--- src/rtl/mem_rw_requester.sv ---
// mem_rw_requester
// Converts byte-addressed valid/ready requests from the bus side into
// word-indexed accesses on the memory model's single-port read/write
// interface. Only one request is outstanding at a time, and each request gets
// exactly one response.
// Optional build macro MEM_RW_REQUESTER_STATS_EN adds saturating 32-bit
// response counters (stat_reads, stat_writes, stat_errs).
module mem_rw_requester #(
    parameter logic [63:0] BASE_ADDR = 64'h8000_0000,
    parameter logic [63:0] RAM_BYTES = 64'd1610612736,
    parameter int          ID_W      = 4
) (
    input  logic            clock,
    input  logic            reset_n,
    // bus-side request channel
    input  logic            req_valid,
    output logic            req_ready,
    input  logic            req_write,
    input  logic [63:0]     req_addr,
    input  logic [63:0]     req_wdata,
    input  logic [7:0]      req_wstrb,
    input  logic [ID_W-1:0] req_id,
    // bus-side response channel
    output logic            resp_valid,
    input  logic            resp_ready,
    output logic [63:0]     resp_rdata,
    output logic [ID_W-1:0] resp_id,
    output logic            resp_err,
    // memory model interface
    output logic            r_enable,
    output logic [63:0]     r_index,
    input  logic [63:0]     r_data,
    output logic            w_enable,
    output logic [63:0]     w_index,
    output logic [63:0]     w_data,
    output logic [63:0]     w_mask,
    output logic            enable
`ifdef MEM_RW_REQUESTER_STATS_EN
    ,
    output logic [31:0]     stat_reads,
    output logic [31:0]     stat_writes,
    output logic [31:0]     stat_errs
`endif
);

    typedef enum logic [1:0] {
        S_IDLE  = 2'd0,
        S_ISSUE = 2'd1,
        S_WAIT  = 2'd2,
        S_RESP  = 2'd3
    } state_t;

    // One past the last byte backed by memory.
    localparam logic [63:0] END_ADDR = BASE_ADDR + RAM_BYTES;

    state_t      r_state;
    logic        r_write;

    logic        w_accept;
    logic        w_err;
    logic [63:0] w_idx;
    logic [63:0] w_bitmask;

    // Byte strobes to a per-bit mask: bit 8k+j follows strobe k.
    function automatic logic [63:0] expand_strb(input logic [7:0] strb);
        logic [63:0] res;
        res = '0;
        for (int k = 0; k < 8; k++) begin
            res[8*k +: 8] = {8{strb[k]}};
        end
        return res;
    endfunction

    // Counters stop at all-ones rather than wrapping.
    function automatic logic [31:0] sat_inc(input logic [31:0] v);
        return (v == 32'hFFFF_FFFF) ? v : v + 32'd1;
    endfunction

    assign req_ready = (r_state == S_IDLE) && enable;
    assign w_accept  = req_valid && req_ready;
    assign w_err     = (req_addr[2:0] != 3'd0) ||
                       (req_addr < BASE_ADDR)  ||
                       (req_addr >= END_ADDR);
    assign w_idx     = (req_addr - BASE_ADDR) >> 3;
    assign w_bitmask = expand_strb(req_wstrb);

    // Memory enable rises on the first clock edge after reset release.
    always_ff @(posedge clock or negedge reset_n) begin
        if (!reset_n) begin
            enable <= 1'b0;
        end else begin
            enable <= 1'b1;
        end
    end

    // Request FSM. All strobes and response fields are registered; the memory
    // index/data/mask only change when entering ISSUE, so they hold otherwise.
    always_ff @(posedge clock or negedge reset_n) begin
        if (!reset_n) begin
            r_state    <= S_IDLE;
            r_write    <= 1'b0;
            resp_valid <= 1'b0;
            resp_rdata <= '0;
            resp_id    <= '0;
            resp_err   <= 1'b0;
            r_enable   <= 1'b0;
            r_index    <= '0;
            w_enable   <= 1'b0;
            w_index    <= '0;
            w_data     <= '0;
            w_mask     <= '0;
        end else begin
            case (r_state)
                S_IDLE: begin
                    if (w_accept) begin
                        r_write    <= req_write;
                        resp_id    <= req_id;
                        resp_err   <= w_err;
                        resp_rdata <= '0;
                        if (w_err) begin
                            // Address errors skip the memory entirely.
                            resp_valid <= 1'b1;
                            r_state    <= S_RESP;
                        end else begin
                            r_state <= S_ISSUE;
                            if (req_write) begin
                                w_enable <= 1'b1;
                                w_index  <= w_idx;
                                w_data   <= req_wdata;
                                w_mask   <= w_bitmask;
                            end else begin
                                r_enable <= 1'b1;
                                r_index  <= w_idx;
                            end
                        end
                    end
                end
                S_ISSUE: begin
                    r_enable <= 1'b0;
                    w_enable <= 1'b0;
                    if (r_write) begin
                        resp_valid <= 1'b1;
                        r_state    <= S_RESP;
                    end else begin
                        r_state <= S_WAIT;
                    end
                end
                S_WAIT: begin
                    // Memory returns read data one cycle after the strobe.
                    resp_rdata <= r_data;
                    resp_valid <= 1'b1;
                    r_state    <= S_RESP;
                end
                S_RESP: begin
                    if (resp_ready) begin
                        resp_valid <= 1'b0;
                        r_state    <= S_IDLE;
                    end
                end
                default: r_state <= S_IDLE;
            endcase
        end
    end

`ifdef MEM_RW_REQUESTER_STATS_EN
    // Count completed responses by class; errored requests count only as errors.
    always_ff @(posedge clock or negedge reset_n) begin
        if (!reset_n) begin
            stat_reads  <= '0;
            stat_writes <= '0;
            stat_errs   <= '0;
        end else if (resp_valid && resp_ready) begin
            if (resp_err) begin
                stat_errs <= sat_inc(stat_errs);
            end else if (r_write) begin
                stat_writes <= sat_inc(stat_writes);
            end else begin
                stat_reads <= sat_inc(stat_reads);
            end
        end
    end
`else
    // Without the counters the saturating helper has no caller.
    logic [31:0] w_unused_sat;
    assign w_unused_sat = sat_inc(32'd0);
`endif

endmodule

--- config.mk ---
export PLATFORM = sky130hd
export DESIGN_NAME = mem_rw_requester
export DESIGN_NICKNAME = d
export VERILOG_FILES = /design/src/rtl/mem_rw_requester.sv
export SDC_FILE = /design/constraint.sdc
export NUM_CORES = 1
export LEC_CHECK = 0
export ABC_AREA = 1
export CORE_AREA = 2 2 207 209
export CTS_CLUSTER_DIAMETER = 60
export CTS_CLUSTER_SIZE = 30
export DETAILED_ROUTE_END_ITERATION = 7
export DIE_AREA = 0 0 209 211
export HOLD_SLACK_MARGIN = 0.03
export MAX_ROUTING_LAYER = met4
export PLACE_DENSITY = 0.67
export SLEW_MARGIN = 20
export SYNTH_ARGS = -nofsm -noshare
export SYNTH_HDL_FRONTEND = slang
export SYNTH_SLANG_ARGS = --single-unit
--- constraint.sdc ---
create_clock -name clock -period 2.3 [get_ports clock]
set_input_delay 0.46 -clock clock [delete_from_list [all_inputs] [get_ports clock]]
set_output_delay 0.46 -clock clock [all_outputs]
set_load 0.005 [all_outputs]
Word level (Yosys, flattened, before mapping). Cells that the tools add are included.

Register bits: 319. Input bits: 209. Word-level logic and storage cells: 64.

Add/subtract/negate cells: 1. Magnitude comparators: 2. Equality and inequality tests: 10. Muxes and demuxes: 20. Bitwise gates (word level): 2. Reduce and logical (&&, ||, !) cells: 16.

Operators with widths (count): one-hot mux 64 bit (2 select lines) (1); greater-or-equal comparator 64 x 32 -> 1 bit, second input constant (1); < comparator 64 x 32 -> 1 bit, second input constant (1); 2-to-1 mux 64 bit (1); subtractor 64 x 32 -> 64 bit, second input constant (1); AND reduction 4 bit (5); inequality test 2 bit, second input constant (7); 2-to-1 mux 1 bit (11); one-hot mux 2 bit (4 select lines) (1); 2-to-1 mux 2 bit (3); AND reduction 2 bit (3); == test 2 bit, second input constant (2); one-hot mux 1 bit (2 select lines) (2); one-hot mux 1 bit (4 select lines) (1); nonzero test 2 bit (2); nonzero test 3 bit (1); == test 2 x 1 -> 1 bit, second input constant (1); logical AND 1 bit (2); logical NOT 2 bit (1); logical OR 1 bit (2); NOT 1 bit (2).

Longest topological paths before layout. Gate-level depths: netlist of the first run.

Depth after elaboration: 6. Depth in mapped cells: 13. Gate-level depth less buffers: 12.

Least setup slack after synthesis of the first run. No wires, ideal clock.

Kind: register -> register. From: reg r_state[0]. To: reg w_index[35]. Setup time: 113 ps. Arrival time: 1642 ps. Slack: 545 ps. Cell stages (with the launch flop): 12. Path buffers: 2. Cell sequence: dfrtp_1 -> inv_1 -> ha_1 -> nand2_1 -> inv_2 -> nand2_1 -> nor2_1 -> nand2_2 -> buf_2 -> buf_2 -> nand2_1 -> inv_1.

Cells in the longest elaborated chain, start to end: 4.

RTL lines: start: declaration (RTL line 56) `state_t r_state;`; start signal: assignment (RTL line 100) `r_state <= S_IDLE;`; start signal: assignment (RTL line 123) `r_state <= S_RESP;`; start signal: assignment (RTL line 125) `r_state <= S_ISSUE;`; logical NOT 2 bit (RTL line 79) `assign req_ready = (r_state == S_IDLE) && enable;`; logical AND 1 bit (RTL line 79); net req_ready (RTL line 17) `output logic req_ready,`; logical AND 1 bit (RTL line 80) `assign w_accept = req_valid && req_ready;`; AND reduction 4 bit (no line); end signal: assignment (RTL line 128) `w_index <= w_idx;`; end: declaration (RTL line 34) `output logic [63:0] w_index,`.

The timed path passes the listed nets, and every way through them passes these cells. A chain may end at the register's enable or synchronous reset.

Final worst setup path of the first run.
From: reg r_state[1]. To: out req_ready.

Cells in the longest elaborated chain, start to end: 2.

RTL lines (RTL line): logical NOT 2 bit (79); logical AND 1 bit (79); end: declaration (17).

No other way between the ends.

==> impl_metrics.toml, run 1 <==
[clocking]
numCtsBuffers = 25
postCtsSetupBuffers = 0
cts-root-buf = "clkbuf_16"
clockBufferDepth = 3
insertion_delay_ns = 0.54
cts_tree = "yes"
path_clk_slew_ns = 0.08
numClockSinks = 270
htreeDepth = 1

[cells_and_area]
multiInputGateArea_sq_um = 3319
final_area_sq_um = 18180
drive_above_1_share = 0.1274
insertedDiodeCount = 0
regArea_sq_um = 6756
final_core_util = 0.4354
fillCellCount = 3977
nets = 1915
final_cells = 2258
syn2layout_area_growth_pct = 58.23

[pwr]
vdd_ir_drop_max_v = 0.0007535
powerDensity_nw_per_um2 = 756.5
p_leak_nw = 8.733
power_mw = 13.75

[floorplan]
start_util = 0.2751
die_area_sq_um = 44100
die_h_microns = 211
core_area_sq_um = 41760
ios = 539
die_w_microns = 209
rows = 75

[detailed_routing]
wl_microns = 34970
wl_per_cell_microns = 15.49
drc_errors = 0
drtAntennaViolNets = 0
drt_first_iter_violations = 454
dr.pass1.iters = 4
via_per_inst = 4.294
num_vias = 9696

[sta]
max_slew_margin = 0.5381
hold-worst-slack_ns = 0.4543
drv_slew = 0
rsz0062_at_grt = "false"
worstMarginPinSlew_ns = 0.6928
fin_worst_skew_ns = 0.01649
clock.fmax_mhz = 474.5
hold_viol = 0
min_period_over_period = 0.9164
setup_viol = 0
fin_crit_ns = 2.108

[worst_hold_path]
holdPathStages = 3
hold_path_startpoint = "req_id[0]"
whs_endpoint = "resp_id[0]"
hp-class = "input port to flop"

[critical_path]
startpoint_type = "flop"
worstPathMaxFanout = 4
r2r_start = "r_state[1]"
ff2ff_setup_slack_ns = 0.38
r2r_cells = 11
r2r-end = "w_data[38]"
cp-end-kind = "primary output"
crit_type = "flop to primary output"
crit_required_ns = 1.84
cp.arrival_ns = 1.65

[yosys]
synth_top_area_frac = 0.5880
synth-seq-cells = 270
synthTopCellsByArea = "dfrtp_1, nand2_1, a21oi_2"
synth_area_per_cell_sq_um = 9.504
synth_top_cell_by_area = "dfrtp_1"
synthCells = 1209
seq_area_frac_synth = 0.5880
syn_area_sq_um = 11490
ys_warn_count = 0
yosysUniqueCellTypes = 27

[grt]
overflow = 0
grtUsageTotal = 0.1583
grt_max_degree = 80
grt_pass1_vias = 9803
grt_pass1_wl_microns = 54300
antenna_found_initial = 0

[placement]
dp.cells = 2212
place_area_sq_um = 17330
routabilityCongestion = 0.8877
dpl.hpwl_microns = 25960
portBuffers = 532

[outcome]
status = "finished clean"

[job]
drv_cap = 0
placed cells by master, fill, tap and decap left out, types with 5 or more instances in the layout:
cell type and n:
clkdlybuf4s50_1 530, inv_1 166, dfrtp_1 270, buf_4 36, conb_1 7, o21ai_1 110, nand3_1 69, buf_12 17
clkinv_4 5, o21ai_0 18, nor2_2 22, nor2_1 78, nand2_1 235, a21oi_2 84, clkbuf_16 25
power by group:
part           leakage, nW  internal (mW)  switching, mW  total, mW
Clock                0.419           2.24           2.06       4.29
Combinational         5.10           1.94           1.84       3.78
Sequential            3.21           5.34          0.340       5.68
Total                 8.73           9.52           4.23       13.8
flip-flops by register name, indices dropped and copies added (netlist names), 2 cells and up:
signal and flops:
w_index 61, resp_id 4, r_index 61, r_state 2, w_data 64, resp_rdata 64, w_mask 8
cells in the mapped netlist:
master    number
o21ai_1      110
conb_1         2
a21oi_1        4
a21oi_2       84
nand3_2        2
o21ai_0       18
inv_1        167
clkbuf_1      33
inv_2          2
o21bai_1       1
nand4_1        1
nand4_4        1
nand2_2        2
buf_6         14
ha_1           5
nor2_2        22
buf_2         16
and3b_1        1
nor3_4         1
buf_4         63
nand2_1      237
dfrtp_1      270
or2_1          2
o22ai_1        2
nor2_4         1
nand3_1       69
nor2_1        79
worst max-delay path by stage:
| stage | depth (start not counted) | start | to |
|---|---|---|---|
| 3_5_place_dp | 10 | req_addr[36] | w_data[19] |
| 4_1_cts | 1 | w_mask[39] | w_mask[35] |
| 6_report | 5 | r_state[1] | req_ready |
| 5_1_grt | 1 | w_mask[7] | w_mask[5] |
| 2_1_floorplan | 11 | r_state[0] | w_index[35] |
| 3_3_place_gp | 10 | req_addr[36] | w_mask[56] |
layout make-up:
type | instances | area share
Clock inverter | 19 | 0.01136
Clock buffer | 26 | 0.03517
Tap cell | 539 | 0.03710
Inverter | 169 | 0.03489
Multi-Input combinational cell | 649 | 0.1826
Sequential cell | 270 | 0.3716
Timing Repair Buffer | 586 | 0.3273
cell families after synthesis:
kind of cell    synth area share
simple gates              0.1547
fa+ha+maj               0.005445
flops                     0.5880
other cells            0.0006536
compound gates            0.1233
buf+inv                   0.1278
per-stage QoR:
step           TNS, ns  worst slack [ns]
5_1_grt              0           0.08693
2_1_floorplan        0            0.5453
3_5_place_dp    -9.881           -0.1548
6_report             0            0.1923
3_3_place_gp    -7.654           -0.1202
4_1_cts              0            0.1300
critical path: stages (launching register included):
cell	delay (ns)
dfrtp_1	0.42
inv_1	0.11
ha_1	0.17
nand2_1	0.07
inv_2	0.06
dlygate4sd2_1	0.28
routing by layer:
metal | up-vias | routed length (microns) | track usage
met5 | - | 0 | -
met4 | 0 | 883 | 0.04680
met3 | 59 | 2309 | 0.03182
met2 | 386 | 17380 | 0.2695
met1 | 4574 | 14390 | 0.1902
li1 | 4677 | - | -
repair_timing:
| action | in CTS | in global routing |
|---|---|---|
| hold buffers | 1 | 0 |
| hold endpoints to repair | 66 | 0 |
| endpoints found under the setup margin | 1 | 0 |
| resized for setup | 2 | 0 |
(Power assumes the default switching activity.)
==> run 2, diff against run 1 <==
Settings changed: CORE_AREA 2 2 207 209 to 3 3 208 210, DIE_AREA 0 0 209 211 to 0 0 211 213.
==> impl_metrics.toml, run 2 (synthesis gave the netlist of run 1 again) <==
[cells_and_area]
fillCellCount = 3948
nets = 1914
final_common_cell = "clkdlybuf4s50_1"
final_area_sq_um = 18200
drive_above_1_share = 0.1296
top_regs = "resp_rdata (64), w_data (64)"
syn2layout_area_growth_pct = 58.39
insertedDiodeCount = 0
final_cell_mix = "clkdlybuf4s50_1, dfrtp_1, nand2_1"
final_core_util = 0.4358
final_cells = 2260

[critical_path]
ff2ff_setup_slack_ns = 0.34
crit_type = "flop to primary output"
startpoint_type = "flop"
crit_required_ns = 1.84
cp.arrival_ns = 1.64
path_delay_family = "buffers and inverters"
worst-path-stages = 1
path_cells = "clkdlybuf4s50_1"
cp-end-kind = "primary output"
worstPathBufferInverterCount = 1
r2r-end = "w_data[36]"
worstPathMaxFanout = 9
max_stage_delay_ns = 0.57
critPathSlowestCell = "clkdlybuf4s50_1"
r2r_cells = 11
r2r_start = "r_state[0]"

[sta]
setup_viol = 0
finalWorstSetupSlack_ns = 0.1956
fin_crit_ns = 2.104
min_period_over_period = 0.9150
rsz0062_at_grt = "false"
fin_tns_setup_ns = 0
max_slew_margin = 0.5639
drv_slew = 0
hold-worst-slack_ns = 0.4379
hold_viol = 0
clock.fmax_mhz = 475.2
worstMarginPinSlew_ns = 0.6541
fin_worst_skew_ns = 0.03496

[pwr]
power.share.combinational = 0.268
p_leak_nw = 8.726
vdd_ir_drop_max_v = 0.0007993
p_int_mw = 9.787
powerDensity_nw_per_um2 = 781.3
seqPwrFrac = 0.400
switching_share = 0.3117
power_mw = 14.22
power.net_switching_mw = 4.432
clkPwrFrac = 0.333

[floorplan]
core_area_sq_um = 41760
ios = 539
die_w_microns = 211
rows = 75
start_util = 0.2751
die_h_microns = 213
die_area_sq_um = 44940

[detailed_routing]
via_per_inst = 4.250
dr.pass1.iters = 5
drt_first_iter_violations = 447
drc_errors = 0
wl_per_cell_microns = 15.53
num_vias = 9604
wl_microns = 35110
drtAntennaViolNets = 0

[grt]
grt_pass1_wl_microns = 53740
grtUsageTotal = 0.1532
grt_max_degree = 73
antenna_found_initial = 0
overflow = 0
grt_pass1_vias = 9724

[placement]
portBuffers = 532
dpl.hpwl_microns = 26210
routabilityCongestion = 0.8461
dp.cells = 2206
place_area_sq_um = 17180
dp_slack_ns = -0.1543

[clocking]
numCtsBuffers = 27
htreeDepth = 1
numClockSinks = 270
path_clk_slew_ns = 0.07
cts-root-buf = "clkbuf_16"
cts_tree = "yes"
insertion_delay_ns = 0.57
clockBufferDepth = 3

[worst_hold_path]
holdPathStages = 3
hold_path_startpoint = "req_id[1]"
whs_endpoint = "resp_id[1]"
hp-class = "input port to flop"

[job]
drv_cap = 0

[outcome]
status = "finished clean"
==> run 2: changes by cell type in the layout (fill, tap and decap cells not counted), sizes merged <==
| cell | change |
|---|---|
| inv | +6 |
| clkinv | -5 |
| buf | -3 |
| clkbuf | +2 |
| clkinvlp | +2 |
==> run 2: metal layers <==
| metal | vias up | GRT usage | wire, microns |
|---|---|---|---|
| li1 | 4681 | - | - |
| met1 | 4517 | 0.1846 | 14330 |
| met2 | 375 | 0.2631 | 17630 |
| met3 | 31 | 0.03394 | 2543 |
| met4 | 0 | 0.03764 | 607 |
| met5 | - | - | 0 |
==> run 2: power by group through the flow <==
stage	sequential, mW	clock, mW	combinational, mW
finish	5.68	4.73	3.81
global route	5.76	5.07	4.20
CTS	5.68	4.90	3.85
detailed placement	5.75	0	3.77
global placement	5.74	0	3.73
floorplan	5.77	0	1.53
==> run 2: layout make-up <==
cell class / instances / area [sq um] / area share
multi-input cells: 649 / 3332 / 0.1831
clock inverters: 22 / 285.3 / 0.01568
inverters: 169 / 634.4 / 0.03486
well taps: 539 / 674.4 / 0.03706
repair buffers: 583 / 5827 / 0.3202
flip-flops and latches: 270 / 6756 / 0.3713
clock buffers: 28 / 689.4 / 0.03788
==> run 2: how the worst max path moves through the flow <==
stage                       from          end  slack, ns
floorplan             r_state[0]  w_index[35]       0.55
global placement    req_addr[44]   w_data[21]      -0.12
detailed placement  req_addr[44]   w_data[12]      -0.15
CTS                   w_mask[15]   w_mask[14]       0.12
global route          w_mask[15]   w_mask[14]       0.09
finish                w_mask[39]   w_mask[39]       0.20
==> run 2: repair_timing <==
action	CTS	global route
resized for setup	5	0
endpoints found under the hold margin	60	0
buffers inserted	3	0
hold buffers	1	0
endpoints found under the setup margin	1	0
